### config.mk
export PLATFORM = sky130hd
export DESIGN_NAME = alu_unit
export DESIGN_NICKNAME = d
export VERILOG_FILES = /design/src/rtl/alu_unit.sv
export SDC_FILE = /design/constraint.sdc
export NUM_CORES = 1
export LEC_CHECK = 0
export CAP_MARGIN = 15
export CELL_PAD_IN_SITES_DETAIL_PLACEMENT = 2
export CELL_PAD_IN_SITES_GLOBAL_PLACEMENT = 2
export CORE_UTILIZATION = 33
export DETAILED_ROUTE_END_ITERATION = 7
export GPL_TIMING_DRIVEN = 0
export HOLD_SLACK_MARGIN = 0.1
export PLACE_DENSITY_LB_ADDON = 0.1
export RECOVER_POWER = 50
export SYNTH_ARGS = -nofsm -noshare
export SYNTH_HDL_FRONTEND = slang
export SYNTH_SLANG_ARGS = --single-unit
### constraint.sdc
create_clock -name clk_i -period 8.3 [get_ports clk_i]
set_input_delay 1.66 -clock clk_i [delete_from_list [all_inputs] [get_ports clk_i]]
set_output_delay 1.66 -clock clk_i [all_outputs]
set_load 0.01 [all_outputs]
### src/rtl/alu_unit.sv
// alu_unit: RV32I-style integer ALU for the execute stage.
//
// The result path is purely combinational, so the core can use c_o in the
// same cycle. A registered copy of the last result (c_q_o) supports
// forwarding and debug.
//
// Optional feature macro: ALU_FLAGS_EN
//   When defined, adds a registered {N,Z,C,V} flag output (flags_o).
//   When undefined, the flags port and the flag logic are absent.
//
// Ports:
//   clk_i     in   1           clock, rising edge
//   rst_ni    in   1           asynchronous active-low reset
//   alu_op_i  in   6           operation select
//   a_i       in   DATA_WIDTH  operand A (rs1 / PC)
//   b_i       in   DATA_WIDTH  operand B (rs2 / immediate)
//   c_o       out  DATA_WIDTH  combinational result
//   zero_o    out  1           combinational, high when c_o == 0
//   c_q_o     out  DATA_WIDTH  c_o captured on every rising edge
//   flags_o   out  4           registered {N,Z,C,V} (ALU_FLAGS_EN only)

module alu_unit #(
    parameter int unsigned DATA_WIDTH = 32
) (
    input  logic                  clk_i,
    input  logic                  rst_ni,
    input  logic [5:0]            alu_op_i,
    input  logic [DATA_WIDTH-1:0] a_i,
    input  logic [DATA_WIDTH-1:0] b_i,
    output logic [DATA_WIDTH-1:0] c_o,
    output logic                  zero_o,
    output logic [DATA_WIDTH-1:0] c_q_o
`ifdef ALU_FLAGS_EN
    ,
    output logic [3:0]            flags_o
`endif
);

    localparam int unsigned SHIFT_W = $clog2(DATA_WIDTH);

    localparam logic [5:0] OP_ADD   = 6'd0;
    localparam logic [5:0] OP_SUB   = 6'd1;
    localparam logic [5:0] OP_AND   = 6'd2;
    localparam logic [5:0] OP_OR    = 6'd3;
    localparam logic [5:0] OP_XOR   = 6'd4;
    localparam logic [5:0] OP_SLT   = 6'd5;
    localparam logic [5:0] OP_SLTU  = 6'd6;
    localparam logic [5:0] OP_SLL   = 6'd7;
    localparam logic [5:0] OP_SRL   = 6'd8;
    localparam logic [5:0] OP_SRA   = 6'd9;
    localparam logic [5:0] OP_PASSB = 6'd10;

    logic [SHIFT_W-1:0]    shamt;
    logic [DATA_WIDTH-1:0] sum;
    logic [DATA_WIDTH-1:0] diff;
    logic [DATA_WIDTH-1:0] sra_res;
    logic                  lt_signed;
    logic                  lt_unsigned;
    logic [DATA_WIDTH-1:0] c_d;
    logic [DATA_WIDTH-1:0] c_q;

    // Only the low bits of b_i select the shift distance; upper bits are ignored.
    assign shamt       = b_i[SHIFT_W-1:0];
    assign sum         = a_i + b_i;
    assign diff        = a_i - b_i;
    assign sra_res     = DATA_WIDTH'($signed(a_i) >>> shamt);
    assign lt_signed   = $signed(a_i) < $signed(b_i);
    assign lt_unsigned = a_i < b_i;

    always_comb begin
        c_d = '0;
        unique case (alu_op_i)
            OP_ADD:   c_d = sum;
            OP_SUB:   c_d = diff;
            OP_AND:   c_d = a_i & b_i;
            OP_OR:    c_d = a_i | b_i;
            OP_XOR:   c_d = a_i ^ b_i;
            OP_SLT:   c_d = DATA_WIDTH'(lt_signed);
            OP_SLTU:  c_d = DATA_WIDTH'(lt_unsigned);
            OP_SLL:   c_d = a_i << shamt;
            OP_SRL:   c_d = a_i >> shamt;
            OP_SRA:   c_d = sra_res;
            OP_PASSB: c_d = b_i;
            default:  c_d = '0;
        endcase
    end

    assign c_o    = c_d;
    assign zero_o = (c_d == '0);

    always_ff @(posedge clk_i or negedge rst_ni) begin
        if (!rst_ni) begin
            c_q <= '0;
        end else begin
            c_q <= c_d;
        end
    end

    assign c_q_o = c_q;

`ifdef ALU_FLAGS_EN
    logic [DATA_WIDTH:0] add_ext;
    logic [DATA_WIDTH:0] sub_ext;
    logic                flag_c;
    logic                flag_v;
    logic [3:0]          flags_d;
    logic [3:0]          flags_q;

    // SUB carry is computed as a + ~b + 1, so the carry-out is NOT borrow.
    assign add_ext = {1'b0, a_i} + {1'b0, b_i};
    assign sub_ext = {1'b0, a_i} + {1'b0, ~b_i} + (DATA_WIDTH + 1)'(1);

    always_comb begin
        flag_c = 1'b0;
        flag_v = 1'b0;
        if (alu_op_i == OP_ADD) begin
            flag_c = add_ext[DATA_WIDTH];
            flag_v = (a_i[DATA_WIDTH-1] == b_i[DATA_WIDTH-1]) &&
                     (sum[DATA_WIDTH-1] != a_i[DATA_WIDTH-1]);
        end else if (alu_op_i == OP_SUB) begin
            flag_c = sub_ext[DATA_WIDTH];
            flag_v = (a_i[DATA_WIDTH-1] != b_i[DATA_WIDTH-1]) &&
                     (diff[DATA_WIDTH-1] != a_i[DATA_WIDTH-1]);
        end
    end

    assign flags_d = {c_d[DATA_WIDTH-1], zero_o, flag_c, flag_v};

    always_ff @(posedge clk_i or negedge rst_ni) begin
        if (!rst_ni) begin
            flags_q <= 4'b0000;
        end else begin
            flags_q <= flags_d;
        end
    end

    assign flags_o = flags_q;
`endif

endmodule

* Word level (Yosys, flattened, before mapping)
Cells that the tools add are included.
Widths: inputs -> output; s select.
** Cells by class
- $lt $le $gt $ge :: 2
- Shift-type cells :: 3
- Reductions and logical operators :: 2
- Equal/unequal tests :: 10
- $mul :: 0
- Add/subtract/negate cells :: 2
- Bitwise operators :: 3
- Multiplexer cells :: 1
- Divide/modulo/power cells :: 0
** Operators by type and width (number)
- $pmux 32 s11 :: 1
- $lt 32x32->1 :: 2
- $add 32x32->32 :: 1
- $and 32x32->32 :: 1
- $logic_not 32->1 :: 1
- $or 32x32->32 :: 1
- $shl 32x5->32 :: 1
- $shr 32x5->32 :: 1
- $sshr 32x5->32 :: 1
- $sub 32x32->32 :: 1
- $xor 32x32->32 :: 1
- $eq 6x3->1 const B :: 4
- $eq 6x4->1 const B :: 3
- $eq 6x2->1 const B :: 2
- $eq 6x1->1 const B :: 1
- $logic_not 6->1 :: 1
** Storage, ports and cells
- Memory bits (writable) :: 0
- Memories kept :: 0
- Input bits :: 72
- Bits in read-only memories :: 0
- Bits in latches :: 0
- Bits in registers :: 32

* Depth between registers and ports, before layout
Gate-level depths: netlist of the first run.
- Depth after elaboration :: 3
- Mapped depth :: 18

* Least setup slack after synthesis of the first run
Ideal clock, no wire load.
- Kind :: input to output
- Start point :: in b_i[3]
- End point :: out zero_o
- Setup slack :: 0.749 ns
- Arrival :: 5.891 ns
- Stages on the path :: 18
- Data required time :: 6.640 ns
- Path buffers :: 4
- Cells stage by stage :: buf_2 -> inv_1 -> clkbuf_1 -> buf_1 -> clkbuf_1 -> ha_1 -> nand2b_1 -> o311ai_1 -> a2111oi_2 -> o22ai_2 -> a2111oi_1 -> or4_1 -> a32oi_1 -> a2111oi_2 -> o211ai_1 -> nor4b_2 -> nand4bb_1 -> nor4b_2
** Between the ends
- Word-level cells in the longest chain between the ends :: 3
** RTL lines
- start: declaration :: line 29 : input logic [DATA_WIDTH-1:0] b_i,
- $sub 32x32->32 (tied with other cells) :: line 65 : assign diff = a_i - b_i;
- $pmux 32 s11 (*) :: line 72 : unique case (alu_op_i)
- $logic_not 32->1 (*) :: line 89 : assign zero_o = (c_d == '0);
- end: declaration :: line 31 : output logic zero_o,
Mark *: on every way between the ends. The rest lies on a longest branch, timed or not.

* Final worst setup path of the first run
Same ends and word-level chain as after synthesis.

==> results.md, run 1 <==
- Status: finished, violations left
- Violated checks: capacitance limit, slew limit, setup timing
- Syn_nets: 1,547
- Flops & latches, synth: 32
- Die W: 176.4 um
- Seq pwr share: 14.3%
- Main synth FF type: dfrtp_1
- Htree depth: 2
- Clk network pwr share: 16.0%
- M2 GR Usage: 66.17%
- Cell Area, Placed: 11,890 um^2
- Sw Share: 52.27%
- Mean Syn Cell Area: 7.302 um^2
- Root buffer cell: clkbuf_16
- Post-Syn Area: 10,040 um^2
- CP most frequent cell: buf_1
- Drt drc: 0
- Vias per std cell: 6.988
- Largest register FFs: 32
- RSZ-0062 raised after global routing: yes
- Design Area, Final: 12,610 um^2
- Psw: 631.0 uW
- DRT antenna net count: 0
- Yosys top cell area share: 12.21%
- CTS tree: done
- Max stage delay on crit path: 0.60 ns
- Crit path time final: 8.418 ns
- Post-route insts no fill: 1,921
- Setup TNS: -0.1182 ns
- Ys async rst share: 100.0%
- Crit path launch type: input pin
- Largest area contributor in the netlist: ha_1
- P_leak: 5.181 nW
- Initial antenna violation count: 2
- Initial core utilization: 33.70%
- RePlAce Congestion: 0.9981
- Critical Setup Path Class: input pin to output port
- WL per Instance: 35.54 um
- Number of global-route vias before repair: 13,490
- Worst VDD drop: 0.06093 mV
- Final Hold Fails: 0
- Num CTS Buffers: 5
- CP Buf/Inv Count: 8
- Die Y: 176.4 um
- Pin count of the biggest net entering global routing: 33
- Hpwl dp: 54,190 um
- Final setup margin: -0.1182 ns
- Top fanout value on the critical path: 10
- Crit-path cells: clkdlybuf4s50_1 > buf_6 > buf_4 > buf_1 > clkbuf_2 > buf_1 > clkbuf_1 > a21oi_1 > o211ai_1 > o2111ai_1 > or3_1 > nor3_2 > nor4b_2 > clkdlybuf4s15_2
- CP startpoint: b_i[3]
- Most frequent cells after synthesis: 133 x nor2_1, 128 x a21oi_1, 117 x nand2_1
- Worst Max-Slew Pin Slew: 2.035 ns
- Post-synth EDFFs: 0
- Post-Place Setup Slack: -2.313 ns
- Final core occ: 42.31%
- Gr ovfl total: 0
- GRT Util Overall: 43.13%
- Synth warnings: 0
- Most numerous cell in the Yosys netlist: nor2_1
- First-pass GRT wire length: 96,650 um
- Flip-flop and latch area: 800.8 um^2
- Ports: 137
- Comb power frac: 69.7%
- Worst hold path class: input pin to asynchronous set/reset pin
- Setup crit end kind: output port
- Most Used Layer, Global Route: met2
- CP max stage cell: clkbuf_1
- Final Max Slew Viols: 33
- Top cells by area, synth: ha_1 12%, mux4_2 9.6%, dfrtp_1 8.0%
- Largest delay contributor family on the critical path: buffers and inverters
- Crit path required time: 6.64 ns
- Internal: 576.1 uW
- Met3 Usage GRT: 8.053%
- Final count of negative-setup-slack endpoints: 1
- Highest clock rate: 0.1188 GHz
- CTS sink count: 32
- Total number of vias: 13,420
- Maximum root-to-sink buffer count: 2
- Std cell rows: 63
- Met1 Track Usage GR: 57.73%
- Synth-to-Final Area Change: 25.54%
- Core box area: 29,800 um^2
- Cell variety after synth: 90
- Relative slew slack: -35.67%
- DR iter-0 viols: 1,402
- Share of cells above drive strength 1: 13.73%
- Final #Nets: 1,702
- Port bufs: 136
- Die area: 31,130 um^2
- Period Utilization, post-route: 101.4%
- Routed wire length: 68,260 um
- Synth Instances: 1,375
- Clock input transition at the sequential cells of the worst setup and hold paths: 0.07 ns
- Placed cell count: 1,901
- Post-synthesis sequential area ratio: 7.975%
- Area of the multi-input gates: 8730 um^2
- Power per Cell Area: 95.75 nW/um^2
- Max-Cap Viols: 1
- Fill cells: 3,506
- Arrival time of the worst setup path: 6.76 ns
- DRT Pass-1 Iters: 5
==> logic make-up (layout without fill, tap and decap cells) <==
group / after synthesis / in the layout / share of synthesized area, %
compound gates: 472 / 472 / 32.05
xor+xnor: 14 / 14 / 1.221
fa+ha+maj: 100 / 100 / 12.61
buf+inv: 212 / 367 / 8.810
flops: 32 / 32 / 7.975
mux: 109 / 109 / 16.40
other cells: 0 / 1 / 0
simple gates: 436 / 436 / 20.93
==> metrics by stage <==
stage | power (mW) | hold WS [ns]
after floorplan | 0.5960 | 1.364
after global placement | 0.9268 | 2.460
after detailed placement | 0.9425 | 1.807
after CTS | 1.161 | 1.489
after global routing | 1.247 | 2.095
final | 1.207 | 1.931
==> layout make-up <==
| type | count | area share (%) |
|---|---|---|
| multi-input combinational | 1131 | 69.25 |
| tap | 390 | 3.871 |
| clock buffer | 6 | 1.022 |
| antenna | 1 | 0.01985 |
| sequential | 32 | 6.352 |
| clock inverter | 1 | 0.03970 |
| timing repair buffer | 150 | 11.64 |
| inverter | 106 | 3.266 |
| buffer | 104 | 4.536 |
==> how the worst max path moves through the flow <==
stage,endpoint,depth (start not counted),slack [ns]
after floorplan,zero_o,18,0.75
after global placement,zero_o,20,-2.34
after detailed placement,zero_o,20,-2.31
after CTS,zero_o,20,0.004
after global routing,zero_o,18,-0.14
final,zero_o,14,-0.12
==> power groups by stage <==
stage	registers, mW	logic [mW]	clock network, mW
3_3_place_gp	0.176	0.751	0
6_report	0.173	0.841	0.193
4_1_cts	0.174	0.793	0.195
3_5_place_dp	0.177	0.766	0
2_1_floorplan	0.184	0.412	0
5_1_grt	0.174	0.871	0.202
==> cell usage in the layout (no fill, tap or decap), types with 10 or more instances in the layout <==
cell type	instances
nand3_1	31
dlygate4sd3_1	31
clkbuf_2	13
or3_1	10
o22ai_1	23
o211ai_1	25
nor2_1	132
clkdlybuf4s50_1	95
a21oi_1	121
xnor2_1	12
nor3_1	38
ha_1	93
nor4_1	12
o31ai_1	15
buf_2	16
a31oi_1	15
nor2b_1	11
a211oi_1	14
nand2_1	117
mux2_2	12
inv_1	98
buf_4	19
o221ai_1	10
mux4_2	43
clkbuf_1	52
a221o_1	10
dfrtp_1	32
nand4_1	14
a221oi_1	20
o21ai_0	74
nand2b_1	14
mux2i_1	50
a21o_1	10
and3_1	11
==> what timing repair did <==
action                                  in CTS  in global routing
gates resized for setup                     84                 62
endpoints found under the setup margin      30                  6
hold buffers                                 0                  0
endpoints found under the hold margin        0                  0
pin swaps                                    9                 14
setup buffers                                8                  6
==> metal layers <==
metal	part of all wire, %	routed length (um)
met1	41	28140
met4	5.7	3881
met3	9.8	6687
met2	43	29540
met5	0.019	13
(Power assumes the default switching activity.)
==> inputs of run 2 (changes only) <==
--- a/config.mk
+++ b/config.mk
@@ -8,6 +8,7 @@
 export CAP_MARGIN = 15
 export CELL_PAD_IN_SITES_DETAIL_PLACEMENT = 2
 export CELL_PAD_IN_SITES_GLOBAL_PLACEMENT = 2
+export CORE_MARGIN = 3
 export CORE_UTILIZATION = 33
 export DETAILED_ROUTE_END_ITERATION = 7
 export GPL_TIMING_DRIVEN = 0
==> constraint.sdc (replaced) <==
create_clock -name clk_i -period 7.9 [get_ports clk_i]
set_input_delay 1.58 -clock clk_i [delete_from_list [all_inputs] [get_ports clk_i]]
set_output_delay 1.58 -clock clk_i [all_outputs]
set_load 0.01 [all_outputs]
==> results.md, run 2 (synthesis gave the netlist of run 1 again) <==
- Status: finished, violations left (unchanged)
- Violated checks: capacitance limit, slew limit (was capacitance limit, slew limit, setup timing)
- Clock input transition at the sequential cells of the worst setup and hold paths: 0.05 ns (was 0.07 ns)
- First-pass GRT wire length: 98,350 um (was 96,650 um)
- Sw Share: 51.87% (was 52.27%)
- CTS sink count: 32 (unchanged)
- Largest register FFs: 32 (unchanged)
- Inserted Diodes: 0 (was 1)
- Gr ovfl total: 0 (unchanged)
- Arrival time of the worst setup path: 6.23 ns (was 6.76 ns)
- DR iter-0 viols: 1,483 (was 1,402)
- CTS tree: done (unchanged)
- Relative slew slack: -32.18% (was -35.67%)
- Power per Cell Area: 99.90 nW/um^2 (was 95.75 nW/um^2)
- WL met3: 6248 um (was 6687 um)
- Fill cells: 3,457 (was 3,506)
- Core box area: 29,800 um^2 (unchanged)
- CP Buf/Inv Count: 4 (was 8)
- Crit path required time: 6.32 ns (was 6.64 ns)
- Initial antenna violation count: 0 (was 2)
- CP max stage cell: clkbuf_1 (unchanged)
- Htree depth: 2 (unchanged)
- Hpwl dp: 54,540 um (was 54,190 um)
- Routed wire length: 68,270 um (was 68,260 um)
- DRT antenna net count: 0 (unchanged)
- Share of cells above drive strength 1: 15.90% (was 13.73%)
- Die area: 32,560 um^2 (was 31,130 um^2)
- Total power: 1.280 mW (was 1.207 mW)
- Num CTS Buffers: 5 (unchanged)
- Setup crit end kind: output port (unchanged)
- Comb power frac: 70.4% (was 69.7%)
- Met1 Wirelength: 28,540 um (was 28,140 um)
- Final Hold Fails: 0 (unchanged)
- Worst VDD drop: 0.06024 mV (was 0.06093 mV)
- Commonest non-fill, non-tap cell in the layout: nor2_1 (unchanged)
- Pin count of the biggest net entering global routing: 33 (unchanged)
- Top fanout value on the critical path: 10 (unchanged)
- Final count of negative-setup-slack endpoints: 0 (was 1)
- Ports: 137 (unchanged)
- CP most frequent cell: buf_2 (was buf_1)
- WL per Instance: 35.59 um (was 35.54 um)
- Crit-path cells: clkdlybuf4s50_1 > buf_2 > nor4bb_1 > nand2_1 > clkbuf_1 > nor2_1 > o211ai_1 > and3_1 > o21ai_1 > nor4_4 > and4b_2 > nor4b_4 > nand4bb_1 > nor4b_2 > buf_2 (was clkdlybuf4s50_1 > buf_6 > buf_4 > buf_1 > clkbuf_2 > buf_1 > clkbuf_1 > a21oi_1 > o211ai_1 > o2111ai_1 > or3_1 > nor3_2 > nor4b_2 > clkdlybuf4s15_2)
- Max-Cap Viols: 1 (unchanged)
- Internal: 616.1 uW (was 576.1 uW)
- Drt drc: 0 (unchanged)
- Largest delay contributor family on the critical path: simple AND/OR/NAND/NOR gates (was buffers and inverters)
- Die W: 180.4 um (was 176.4 um)
- Max stage delay on crit path: 0.66 ns (was 0.60 ns)
- Root buffer cell: clkbuf_16 (unchanged)
- Fin Hold WS: 1.829 ns (was 1.931 ns)
- Worst hold path class: input pin to asynchronous set/reset pin (unchanged)
- Psw: 664.0 uW (was 631.0 uW)
- Seq pwr share: 14.2% (was 14.3%)
- GRT Util Overall: 40.23% (was 43.13%)
- Number of global-route vias before repair: 13,770 (was 13,490)
- Critical Setup Path Class: input pin to output port (unchanged)
- Worst Max-Slew Pin Slew: 1.983 ns (was 2.035 ns)
- P_leak: 5.358 nW (was 5.181 nW)
- Synth-to-Final Area Change: 27.63% (was 25.54%)
- Clk network pwr share: 15.4% (was 16.0%)
- Crit path time final: 7.809 ns
- Highest routed layer: met4 (was met5)
- Initial core utilization: 33.70% (unchanged)
- Met2 WL post-DR: 29,840 um (was 29,540 um)
- Final Max Slew Viols: 33 (unchanged)
- Std cell rows: 63 (unchanged)
- Setup TNS: 0 ns (was -0.1182 ns)
- Most frequent cells in the layout: 131 x nor2_1, 119 x a21oi_1, 117 x nand2_1 (was 132 x nor2_1, 121 x a21oi_1, 117 x nand2_1)
- Final #Nets: 1,700 (was 1,702)
- Crit path launch type: input pin (unchanged)
- Period Utilization, post-route: 98.85%
- DRT Pass-1 Iters: 8 (was 5)
- Vias per std cell: 6.965 (was 6.988)
- Port bufs: 136 (unchanged)
- RePlAce Congestion: 1.029 (was 0.9981)
- Maximum root-to-sink buffer count: 2 (unchanged)
- Total number of vias: 13,360 (was 13,420)
- Highest clock rate: 0.1281 GHz
- Die Y: 180.4 um (was 176.4 um)
## run 2: layer usage
metal / up-vias / GRT usage, %
met5: - / 0
met4: 0 / 16.67
met3: 176 / 7.025
li1: 5487 / -
met2: 865 / 62.76
met1: 6830 / 55.00
## run 2: area by class of cell
cell class | count | area (um^2) | area share [%]
timing repair buffer | 157 | 1521 | 11.87
buffer | 95 | 569.3 | 4.442
inverter | 106 | 410.4 | 3.203
multi-input combinational | 1131 | 8891 | 69.38
clock inverter | 1 | 5.005 | 0.03905
sequential | 32 | 800.8 | 6.249
tap | 390 | 488.0 | 3.808
clock buffer | 6 | 128.9 | 1.006
## run 2: through the flow
step	utilization [%]	worst slack [ns]	instances	area, um^2
3_3_place_gp	39.91	-2.538	1901	11890
4_1_cts	41.92	0.02263	1914	12490
5_1_grt	43.01	-0.01954	1918	12810
6_report	43.01	0.09101	1918	12810
2_1_floorplan	-	0.5087	1375	10040
3_5_place_dp	39.91	-2.607	1902	11890
## run 2: power by group through the flow
stage	clock network, mW	logic, mW	registers (mW)
final	0.197	0.901	0.182
after global routing	0.206	0.941	0.184
after CTS	0.201	0.849	0.183
after detailed placement	0	0.807	0.186
after global placement	0	0.788	0.184
after floorplan	0	0.433	0.193
## run 2: timing repair
item | in CTS | in global routing
endpoints found under the setup margin | 30 | 6
gates resized for setup | 129 | 97
hold buffers | 0 | 0
buffers inserted | 11 | 9
pin swaps | 15 | 20
## run 2: worst paths after layout
path                        startpoint                  end  slack [ns]  cells after the start
min in group clk_i             b_i[16]  c_q_o[16]$_DFF_PN0_        2.09                      3
worst max-delay path       alu_op_i[0]               zero_o        0.09                     15
worst min-delay path            rst_ni  c_q_o[29]$_DFF_PN0_        1.83                      1
max in group asynchronous       rst_ni   c_q_o[3]$_DFF_PN0_        4.91                      1
